$ cat src/rtl/bit_word_packer.sv
// Packs IN_WIDTH-bit beats LSB-first into WIDTH-bit words, one word per frame or per full word.
// A short final word is zero-padded so the downstream popcount sees only real data bits.
module bit_word_packer #(
    parameter int WIDTH    = 128,
    parameter int IN_WIDTH = 16
) (
    input  logic                                clk_i,
    input  logic                                srst_i,
    input  logic [IN_WIDTH-1:0]                 data_i,
    input  logic                                data_val_i,
    input  logic                                last_i,
    output logic [WIDTH-1:0]                    data_o,
    output logic                                data_val_o,
    output logic [$clog2(WIDTH/IN_WIDTH):0]     beats_o
);

    localparam int BEATS = WIDTH / IN_WIDTH;
    localparam int IDX_W = (BEATS > 1) ? $clog2(BEATS) : 1;
    localparam int BW    = $clog2(BEATS) + 1;
    localparam logic [IDX_W-1:0] LAST_IDX = IDX_W'(BEATS - 1);

    logic [IDX_W-1:0] idx_p0;
    logic [WIDTH-1:0] acc_p0;
    logic [WIDTH-1:0] merged_p0;
    logic             complete_p0;

    logic [WIDTH-1:0] word_p1;
    logic [BW-1:0]    beats_p1;
    logic             vld_p1;

    // Stage 0: drop the incoming beat into its slot; upper slots are already zero
    always_comb begin
        merged_p0 = acc_p0;
        for (int k = 0; k < BEATS; k++) begin
            if (idx_p0 == IDX_W'(k)) begin
                merged_p0[k*IN_WIDTH +: IN_WIDTH] = data_i;
            end
        end
        complete_p0 = data_val_i && ((idx_p0 == LAST_IDX) || last_i);
    end

    always_ff @(posedge clk_i) begin
        if (srst_i) begin
            idx_p0 <= '0;
            acc_p0 <= '0;
        end else if (complete_p0) begin
            idx_p0 <= '0;
            acc_p0 <= '0;
        end else if (data_val_i) begin
            idx_p0 <= idx_p0 + 1'b1;
            acc_p0 <= merged_p0;
        end
    end

    // Stage 1: registered output word; data and count hold between pulses
    always_ff @(posedge clk_i) begin
        if (srst_i) begin
            vld_p1   <= 1'b0;
            word_p1  <= '0;
            beats_p1 <= '0;
        end else begin
            vld_p1 <= complete_p0;
            if (complete_p0) begin
                word_p1  <= merged_p0;
                beats_p1 <= BW'(idx_p0) + 1'b1;
            end
        end
    end

    assign data_o     = word_p1;
    assign data_val_o = vld_p1;
    assign beats_o    = beats_p1;

endmodule

$ cat config.mk
export PLATFORM = sky130hd
export DESIGN_NAME = bit_word_packer
export DESIGN_NICKNAME = d
export VERILOG_FILES = /design/src/rtl/bit_word_packer.sv
export SDC_FILE = /design/constraint.sdc
export NUM_CORES = 1
export LEC_CHECK = 0
export BUFFER_PORTS_ARGS = -buffer_cell sky130_fd_sc_hd__buf_2
export CORE_ASPECT_RATIO = 1.4
export CORE_MARGIN = 2
export CORE_UTILIZATION = 35
export DETAILED_ROUTE_END_ITERATION = 10
export PLACE_DENSITY_LB_ADDON = 0.2
export SLEW_MARGIN = 25
export SYNTH_ARGS = -nofsm -noshare
export SYNTH_HDL_FRONTEND = slang
export SYNTH_SLANG_ARGS = --single-unit
$ cat constraint.sdc
create_clock -name clk_i -period 3.4 [get_ports clk_i]
set_input_delay 0.17 -clock clk_i [delete_from_list [all_inputs] [get_ports clk_i]]
set_output_delay 0.17 -clock clk_i [all_outputs]
set_load 0.05 [all_outputs]
==> impl_metrics.toml <==
[cells_and_area]
drive_gt1_frac = 0.212
final_common_cell = "dfxtp_1"
fillers = 2859
area_growth_pct = 16.5
finalInstanceArea_um2 = 11900
instances_no_fill = 1507
finalNetCount = 1136
seq_area_um2 = 5290
layout_common_cells = "dfxtp_1, nand2_1, buf_2"
antenna_cells = 0
multi_input_area_um2 = 4400

[clocking]
cts-buffers-inserted = 26
cts.sinks = 264
clk_latency_ns = 0.53
postCtsHoldBufs = 0
post_cts_buffers = 0
cts-htree-levels = 1
cts_tree = "done"
clk_pin_slew_ns = 0.06
cts_root_buf = "clkbuf_16"
cts_resized = 0
cts_max_path_buffers = 3

[setup_path]
cp_slowest_cell = "and2b_4"
cp.required_ns = 3.85
crit_path_cell_trace = "ha_1 > o21ai_2 > and2b_4 > buf_4 > o2bb2ai_1"
crit_family = "simple AND/OR/NAND/NOR gates"
cp.depth = 5
endpoint_kind = "flop"
cp_num_buf_inv = 1
arrival_ns = 2.86
critPathKind = "flop to flop"
critPathMaxStageDelay_ns = 0.64
reg2regPathDepth = 5
crit_fanout = 33
cp-start-kind = "flop"

[floorplanning]
core-area_um2 = 29000
num_rows = 74
die_x_um = 148
die_h_um = 206
die-area_um2 = 30600
io_pins = 153
start_util = 0.353

[detailed_routing]
drtAntennaViolNets = 0
firstDrtPassIters = 4
num_vias = 7413
wl_um = 27600
remaining_drc_errors = 0
via_per_inst = 4.92
wl_per_cell_um = 18.3
drt_iter0_drc = 366

[placed_design]
io_buffers = 152
post-place-cells = 1461
dpl.hpwl_um = 17300
place_congestion = 0.723
dpl_cell_area_um2 = 11100
dpl_worst_slack_ns = 0.842

[timing]
slew_violations = 0
setup_viol = 0
fin_ws_ns = 0.991
finalHoldViolCount = 0
tightest_slew_ns = 0.803
rsz0062_at_grt = "false"
fin_crit_sh = 0.709
clock.fmax_ghz = 0.415
min_period_ns = 2.41
setup-tns-final_ns = 0
worst_clock_skew_ns = 0.0162
maxSlewHeadroom = 0.463

[global_route]
grt_use_total = 0.177
grt_max_degree = 68
grt-ovfl-total = 0
grt_pass1_wl_um = 42500
antenna_found_initial = 1
grt_pass1_vias = 7120

[yosys]
synth_top_area_share = 0.517
synthCells = 1015
yosys.area.top_type = "dfxtp_1"
yosysWarnings = 0
synth.ff_latch_count = 264
syn-cell-area_um2 = 10200
syn_area_per_cell_um2 = 10.1
yosysSeqAreaShare = 0.517
synth_fp_nets = 1041
netlist_top_cells_area = "dfxtp_1, mux2i_1, o2bb2ai_1"
synth_cell_types = 29

[power]
p_leak_nw = 4.68
ir_worst_vdd_mv = 0.322
power.total_w = 0.00646
powerDensity_nw_per_um2 = 542

[job]
drv_cap = 0

[outcome]
status = "finished, final reports clean"

[hold_path]
hold-path-cell-count = 3
hold_class = "primary input to flop"
-- cells in the mapped netlist (all sizes together) --
cell and instances:
dfxtp 264, nand3 4, nand2b 1, and3b 3, a21oi 112, a211oi 1, o2bb2ai 130, o21ai 1
buf 62, nand3b 3, mux2i 129, nor2 3, and3 3, ha 6, or2 1, a22o 2
xnor2 1, inv 4, clkbuf 36, nor2b 3, nand2 228, and2b 1, and2 17
-- logic make-up (layout without fill, tap and decap cells) --
family | after synthesis | after routing | synth area share
compound gates | 246 | 246 | 0.185
xor+xnor | 1 | 1 | 0.000856
fa+ha+maj | 6 | 6 | 0.00734
buf+inv | 102 | 214 | 0.0553
flops | 264 | 264 | 0.517
mux | 129 | 129 | 0.126
simple gates | 267 | 267 | 0.108
-- sequential cells by signal, indices dropped and copies added, names as in the netlist --
name        count
data_o        128
idx_p0          3
data_val_o      1
acc_p0        128
beats_o         4
-- worst reg2reg max path, delay by kind of cell (launching register included) --
kind	cells	cell delay (ns)
AOI/OAI and AO/OA	2	0.39
adders and majority gates	1	0.37
buffers and inverters	1	0.39
DFF	1	0.54
and+or+nand+nor	1	0.64
-- power by group --
part	leakage, nW	switching [W]	internal, W
Clock	0.397	0.00118	0.00160
Sequential	2.13	0.0000281	0.00314
Combinational	2.15	0.000370	0.000133
-- path summary, 6_finish.rpt --
check / from / endpoint / slack (ns)
worst max-delay path: idx_p0[2]$_SDFFE_PP0P_ / data_o[75]$_SDFFE_PP0P_ / 0.99
worst min-delay path: data_i[4] / acc_p0[4]$_SDFFE_PP0P_ / 0.06
worst max register to register: idx_p0[2]$_SDFFE_PP0P_ / data_o[75]$_SDFFE_PP0P_ / 0.99
worst min register to register: acc_p0[22]$_SDFFE_PP0P_ / acc_p0[22]$_SDFFE_PP0P_ / 0.45
-- layer usage --
metal  GRT usage  routed length [µm]  share of wire
met1       0.242               12900           0.47
met2       0.294               13100           0.47
met3      0.0278                1130          0.041
met4      0.0408                 473          0.017
met5           0                  13        0.00047
-- per-stage QoR --
| step | utilization | hold WS, ns |
|---|---|---|
| floorplan | - | 0.348 |
| global placement | 0.383 | 0.439 |
| detailed placement | 0.383 | 0.443 |
| CTS | 0.411 | 0.0420 |
| global route | 0.411 | 0.0724 |
| finish | 0.411 | 0.0624 |
-- cell type report --
type	instances	share of cell area
Sequential cell	264	0.443
Multi-Input combinational cell	649	0.369
Timing Repair Buffer	165	0.0776
Clock buffer	42	0.0673
Tap cell	380	0.0399
Clock inverter	3	0.00168
Inverter	4	0.00126
(Power assumes the default switching activity.)
